`config.mk`:
```
export PLATFORM = sky130hd
export DESIGN_NAME = ex_commit_stage_flat
export DESIGN_NICKNAME = d
export VERILOG_FILES = /design/src/rtl/ex_commit_if.sv /design/src/rtl/ex_commit_stage.sv /design/src/flat_wrapper.sv
export SDC_FILE = /design/constraint.sdc
export NUM_CORES = 1
export LEC_CHECK = 0
export CORE_UTILIZATION = 45
export DETAILED_ROUTE_END_ITERATION = 8
export GPL_ROUTABILITY_DRIVEN = 0
export PLACE_DENSITY = 0.81
export SYNTH_ARGS = -nofsm -noshare
export SYNTH_HDL_FRONTEND = slang
export SYNTH_SLANG_ARGS = --single-unit
```
`constraint.sdc`:
```
create_clock -name clk -period 2.48 [get_ports clk]
set_clock_uncertainty 0.15 [all_clocks]
set_input_delay 0.496 -clock clk [delete_from_list [all_inputs] [get_ports clk]]
set_output_delay 0.496 -clock clk [all_outputs]
set_load 0.05 [all_outputs]
```
`src/rtl/ex_commit_if.sv`:
```
// Handshake bundle between the ALU-side producer, the commit stage, and writeback.
// The stage uses the slave view; the producer/writeback side uses the master view.
interface ex_commit_if #(
   parameter int DATA_W = 32,
   parameter int RD_W   = 4
);
   logic              in_valid;
   logic              in_ready;
   logic [DATA_W-1:0] in_result;
   logic [3:0]        in_flags;
   logic [RD_W-1:0]   in_rd;
   logic              in_wb;
   logic              in_setf;
   logic [3:0]        in_cond;
   logic              out_valid;
   logic              out_ready;
   logic [DATA_W-1:0] out_result;
   logic [RD_W-1:0]   out_rd;
   logic              out_wb;

   modport master (
      output in_valid, in_result, in_flags, in_rd, in_wb, in_setf, in_cond, out_ready,
      input  in_ready, out_valid, out_result, out_rd, out_wb
   );

   modport slave (
      input  in_valid, in_result, in_flags, in_rd, in_wb, in_setf, in_cond, out_ready,
      output in_ready, out_valid, out_result, out_rd, out_wb
   );
endinterface

```
`src/rtl/ex_commit_stage.sv`:
```
// Execute-commit stage: condition check against NZCV, flag update, annul counting,
// and a 2-entry in-order output buffer toward writeback.
module ex_commit_stage #(
   parameter int DATA_W = 32,
   parameter int RD_W   = 4
) (
   input  logic                clk,
   input  logic                rst_n,
   ex_commit_if.slave          bus,
   input  logic                flush,
   output logic [3:0]          nzcv,
   output logic [15:0]         annul_cnt
);
   typedef struct packed {
      logic [DATA_W-1:0] result;
      logic [RD_W-1:0]   rd;
      logic              wb;
   } ent_t;

   logic [3:0]  r_nzcv;
   logic [15:0] r_annul;
   ent_t        r_ent0, r_ent1;
   logic        r_vld0, r_vld1;
   logic        r_in_ready;

   logic        w_pass, w_acc, w_enq, w_pop;
   logic [1:0]  w_cnt, w_cnt_nxt;
   ent_t        w_new;

   logic w_n, w_z, w_c, w_v;
   assign {w_n, w_z, w_c, w_v} = r_nzcv;

   always_comb begin
      w_pass = 1'b0;
      case (bus.in_cond)
         4'h0: w_pass = w_z;
         4'h1: w_pass = !w_z;
         4'h2: w_pass = w_c;
         4'h3: w_pass = !w_c;
         4'h4: w_pass = w_n;
         4'h5: w_pass = !w_n;
         4'h6: w_pass = w_v;
         4'h7: w_pass = !w_v;
         4'h8: w_pass = w_c && !w_z;
         4'h9: w_pass = !w_c || w_z;
         4'hA: w_pass = (w_n == w_v);
         4'hB: w_pass = (w_n != w_v);
         4'hC: w_pass = !w_z && (w_n == w_v);
         4'hD: w_pass = w_z || (w_n != w_v);
         4'hE: w_pass = 1'b1;
         default: w_pass = 1'b0;
      endcase
   end

   assign w_acc = bus.in_valid && r_in_ready && !flush;
   assign w_enq = w_acc && w_pass;
   assign w_pop = r_vld0 && bus.out_ready && !flush;
   assign w_new = '{result: bus.in_result, rd: bus.in_rd, wb: bus.in_wb};

   // in_ready is registered from the next occupancy, so out_ready never reaches it combinationally
   assign w_cnt     = {1'b0, r_vld0} + {1'b0, r_vld1};
   assign w_cnt_nxt = flush ? 2'd0 : (w_cnt + {1'b0, w_enq} - {1'b0, w_pop});

   always_ff @(posedge clk or negedge rst_n) begin
      if (!rst_n) begin
         r_nzcv     <= '0;
         r_annul    <= '0;
         r_ent0     <= '0;
         r_ent1     <= '0;
         r_vld0     <= 1'b0;
         r_vld1     <= 1'b0;
         r_in_ready <= 1'b0;
      end else begin
         if (w_enq && bus.in_setf) r_nzcv <= bus.in_flags;
         if (w_acc && !w_pass && r_annul != 16'hFFFF) r_annul <= r_annul + 16'd1;
         r_in_ready <= (w_cnt_nxt < 2'd2);
         if (flush) begin
            r_vld0 <= 1'b0;
            r_vld1 <= 1'b0;
         end else begin
            // head stays in ent0; data is left untouched when the buffer drains
            case ({w_enq, w_pop})
               2'b01: begin
                  if (r_vld1) r_ent0 <= r_ent1;
                  r_vld0 <= r_vld1;
                  r_vld1 <= 1'b0;
               end
               2'b10: begin
                  if (r_vld0) begin
                     r_ent1 <= w_new;
                     r_vld1 <= 1'b1;
                  end else begin
                     r_ent0 <= w_new;
                     r_vld0 <= 1'b1;
                  end
               end
               2'b11: begin
                  if (r_vld1) begin
                     r_ent0 <= r_ent1;
                     r_ent1 <= w_new;
                  end else begin
                     r_ent0 <= w_new;
                  end
               end
               default: ;
            endcase
         end
      end
   end

   assign bus.in_ready   = r_in_ready;
   assign bus.out_valid  = r_vld0;
   assign bus.out_result = r_ent0.result;
   assign bus.out_rd     = r_ent0.rd;
   assign bus.out_wb     = r_ent0.wb;
   assign nzcv           = r_nzcv;
   assign annul_cnt      = r_annul;
endmodule

```
`src/flat_wrapper.sv`:
```
// flat-port wrapper written by rule: the top's interface ports become plain ports
module ex_commit_stage_flat 
#(
   parameter int DATA_W = 32,
   parameter int RD_W   = 4
)
  (clk, rst_n, flush, nzcv, annul_cnt, bus_in_valid, bus_in_result, bus_in_flags, bus_in_rd, bus_in_wb, bus_in_setf, bus_in_cond, bus_out_ready, bus_in_ready, bus_out_valid, bus_out_result, bus_out_rd, bus_out_wb);
  ex_commit_if #(.DATA_W(DATA_W), .RD_W(RD_W)) bus_i ();
  input  logic clk;
  input  logic rst_n;
  input  logic flush;
  output logic [3:0] nzcv;
  output logic [15:0] annul_cnt;
  input wire logic [$bits(bus_i.in_valid)-1:0] bus_in_valid;
  input wire logic [$bits(bus_i.in_result)-1:0] bus_in_result;
  input wire logic [$bits(bus_i.in_flags)-1:0] bus_in_flags;
  input wire logic [$bits(bus_i.in_rd)-1:0] bus_in_rd;
  input wire logic [$bits(bus_i.in_wb)-1:0] bus_in_wb;
  input wire logic [$bits(bus_i.in_setf)-1:0] bus_in_setf;
  input wire logic [$bits(bus_i.in_cond)-1:0] bus_in_cond;
  input wire logic [$bits(bus_i.out_ready)-1:0] bus_out_ready;
  output wire logic [$bits(bus_i.in_ready)-1:0] bus_in_ready;
  output wire logic [$bits(bus_i.out_valid)-1:0] bus_out_valid;
  output wire logic [$bits(bus_i.out_result)-1:0] bus_out_result;
  output wire logic [$bits(bus_i.out_rd)-1:0] bus_out_rd;
  output wire logic [$bits(bus_i.out_wb)-1:0] bus_out_wb;
  assign bus_i.in_valid = bus_in_valid;
  assign bus_i.in_result = bus_in_result;
  assign bus_i.in_flags = bus_in_flags;
  assign bus_i.in_rd = bus_in_rd;
  assign bus_i.in_wb = bus_in_wb;
  assign bus_i.in_setf = bus_in_setf;
  assign bus_i.in_cond = bus_in_cond;
  assign bus_i.out_ready = bus_out_ready;
  assign bus_in_ready = bus_i.in_ready;
  assign bus_out_valid = bus_i.out_valid;
  assign bus_out_result = bus_i.out_result;
  assign bus_out_rd = bus_i.out_rd;
  assign bus_out_wb = bus_i.out_wb;
  ex_commit_stage #(.DATA_W(DATA_W), .RD_W(RD_W)) u_core (.clk(clk), .rst_n(rst_n), .bus(bus_i), .flush(flush), .nzcv(nzcv), .annul_cnt(annul_cnt));
endmodule
```
==> impl_metrics.toml <==
[cells_and_area]
final_net_count = 531
nFillCells = 729
drive_above_1_share_pct = 36.7
area_growth_syn_to_layout_pct = 46.1
multi_input_area_sq_um = 2320
antenna_cells = 0
final_area_sq_um = 6720
ff_latch_area_sq_um = 2430

[critical_path]
path_buf_inv = 1
cp-startpoint = "u_core.nzcv[3]"
crit_chain = "xor2_2 > or4_4 > a31o_4 > a31oi_4 > buf_6 > mux2_2 > mux2_2"
cp_common_cell = "mux2_2"
rrSetupSlack_ns = -0.20
end_kind = "flop"
arrival_ns = 2.79
r2r-start = "u_core.nzcv[3]"
cp_slowest_cell = "or4_4"
startpoint_type = "flop"
max_stage_delay_ns = 0.49
cpLargestDelayFamily = "multiplexers"
critical_path_class = "flop to flop"
cp.required_ns = 2.59
critical_path_peak_fanout = 12

[place]
portBuffers = 109
hpwl_um = 6770
place_area_sq_um = 6000

[logic_synthesis]
synth.net_count = 388
yosysMostFrequentCell = "mux2_2"
synth_commonest_cells = "mux2_2 (110), dfrtp_1 (97), xnor2_1 (14), nand3_1 (13), nand2_1 (10)"
syn-cell-area_sq_um = 4600
synth_warnings = 0
yosysTopAreaCellShare_pct = 52.8
synthTopCellsByArea = "dfrtp_1 (53%), mux2_2 (27%), xnor2_1 (2.7%)"
synthFlopType = "dfrtp_1"
seq_area_frac_synth_pct = 52.8
synth_area_leader_cell = "dfrtp_1"
yosysUniqueCellTypes = 43
synthCells = 334
ys_async_sr_fraction_pct = 100
synth_edf_count = 0
ys_ff_latch = 97
syn_avg_cell_area_sq_um = 13.8

[sta]
setup_violations = 78
slew_headroom_pct = 60.5
fmax_mhz = 373
setup_tns_ns = -11.84
slew_violations = 0
final.period_utilization_pct = 108
rsz0062_at_grt = "true"
worst_pin_slew_ns = 0.592
setup_ws_ns = -0.201
period_needed_ns = 2.68
hold_violations = 0

[clock_network]
cts_tree = "built"
clock_latency_ns = 0.37
clk_pin_slew_ns = 0.09
cts.sinks = 97
cts_max_path_buffers = 2
cts_made_buffers = 9
cts_root_buf = "clkbuf_8"
htreeDepth = 3

[routing]
drc = 0
wl_per_cell_um = 17.9
drt_iter0_drc = 68
drt-total-wl_um = 11000
vias = 3269
viasPerCell = 5.32
ant_nets = 0
firstDrtPassIters = 4

[outcome]
violations = "setup timing"
outcome = "complete, but fails checks"

[hold_path]
hp-class = "flop to flop"
hp-start = "u_core.annul_cnt[10]"

[power]
p_leak_nw = 3.01
vdd_drop_max_mv = 0.719
powerDensity_nw_per_um2 = 878

[global_routing]
grt_pass1_wl_um = 16700
antenna_found_initial = 0
grt_pass1_vias = 3472
gr-usage-all-layers_pct = 20.8
grt_max_degree = 46
grt-ovfl-total = 0

[floorplanning]
die-area_sq_um = 10600
floorplan.initialDensity_pct = 46.8
rows = 36
pin_count = 110
fp.dieW_um = 103
dieHeight_um = 103
core_area_sq_um = 9820

[flow_run]
drv_cap = 0
## worst reg2reg max path: stages, from the launching register on
cell,delay [ns]
dfrtp_2,0.43
xor2_2,0.19
or4_4,0.49
a31o_4,0.24
a31oi_4,0.21
buf_6,0.23
mux2_2,0.37
mux2_2,0.27
## timing repair
action / in CTS / in global routing
resized for setup: 47 / 46
pin swaps: 4 / 3
hold endpoints to repair: 42 / 0
cloned: 2 / 5
hold buffers: 1 / 0
buffers inserted: 5 / 2
setup endpoints to repair: 94 / 83
## final timing paths
kind	to	depth (start not counted)
worst max-delay path	u_core.bus.out_result[23]	7
worst min-delay path	u_core.annul_cnt[10]	1
worst max register to register	u_core.bus.out_result[23]	7
worst min register to register	u_core.annul_cnt[10]	1
max in group asynchronous	u_core.bus.out_result[21]	3
min in group asynchronous	u_core.bus.out_result[28]	2
## metrics by stage
stage          hold WS [ns]  instances  util [%]  total power [mW]  worst slack (ns)
5_1_grt               0.382        615      68.4              6.17            -0.262
3_5_place_dp          0.331        587      61.1              4.58            -0.705
3_3_place_gp          0.320        587      61.1              4.51            -0.631
4_1_cts               0.349        611      65.9              5.85            -0.218
2_1_floorplan        0.0504        334         -              3.69            -0.335
6_report              0.351        615      68.4              5.90            -0.201
## logic make-up after synthesis
family / Yosys count / synth area share, %
AO/OA/AOI/OAI: 20 / 3.35
XOR/XNOR: 16 / 3.05
adder cells (fa/ha/maj): 3 / 0.817
buffers and inverters: 18 / 2.97
flip-flops: 97 / 52.8
multiplexers: 119 / 29.1
AND/OR/NAND/NOR: 61 / 7.90
## where the power goes
part	switching [mW]	internal, mW
Clock	0.549	0.554
Sequential	0.255	1.94
Combinational	1.42	1.18
Total	2.22	3.67
## layout make-up
cell class | instances | share of cell area (%)
inverter | 3 | 0.168
clock inverter | 3 | 0.689
sequential | 97 | 36.2
timing repair buffer | 147 | 23.4
tap | 133 | 2.48
clock buffer | 13 | 2.52
multi-input combinational | 219 | 34.5
## state kept, by name (all words and copies together) (netlist names)
signal	cells
u_core.annul_cnt	16
u_core.bus.in_ready	1
u_core.bus.out_rd	4
u_core.bus.out_result	32
u_core.bus.out_valid	1
u_core.bus.out_wb	1
u_core.nzcv	4
u_core.r_ent1	37
u_core.r_vld1	1
## metal layers
metal  vias to the layer above  global-route usage, %  wire (um)
met4                         0                   8.45        189
met5                         -                      0          0
met3                        14                   4.61        572
li1                       1489                      -          -
met2                        94                   35.3       5240
met1                      1672                   25.6       5040
## layout by cell type, fill, tap and decap left out, types with 2 or more instances in the layout
cell / n
buf_12: 8
nand3_1: 13
mux2_1: 6
and3_1: 8
clkdlybuf4s50_1: 104
buf_6: 4
nor2_1: 6
mux2_2: 43
buf_4: 20
mux2_4: 68
o31ai_1: 2
nand2b_1: 2
dlygate4sd2_1: 4
dfrtp_2: 2
nor2b_1: 3
buf_8: 2
a21oi_1: 5
dfrtp_1: 95
nand4_1: 5
o21ai_0: 4
clkbuf_8: 12
mux2i_1: 2
clkbuf_16: 3
inv_1: 3
and4_1: 3
ha_1: 3
nand2_1: 8
nand2_2: 2
xnor2_1: 14
(Power assumes the default switching activity.)
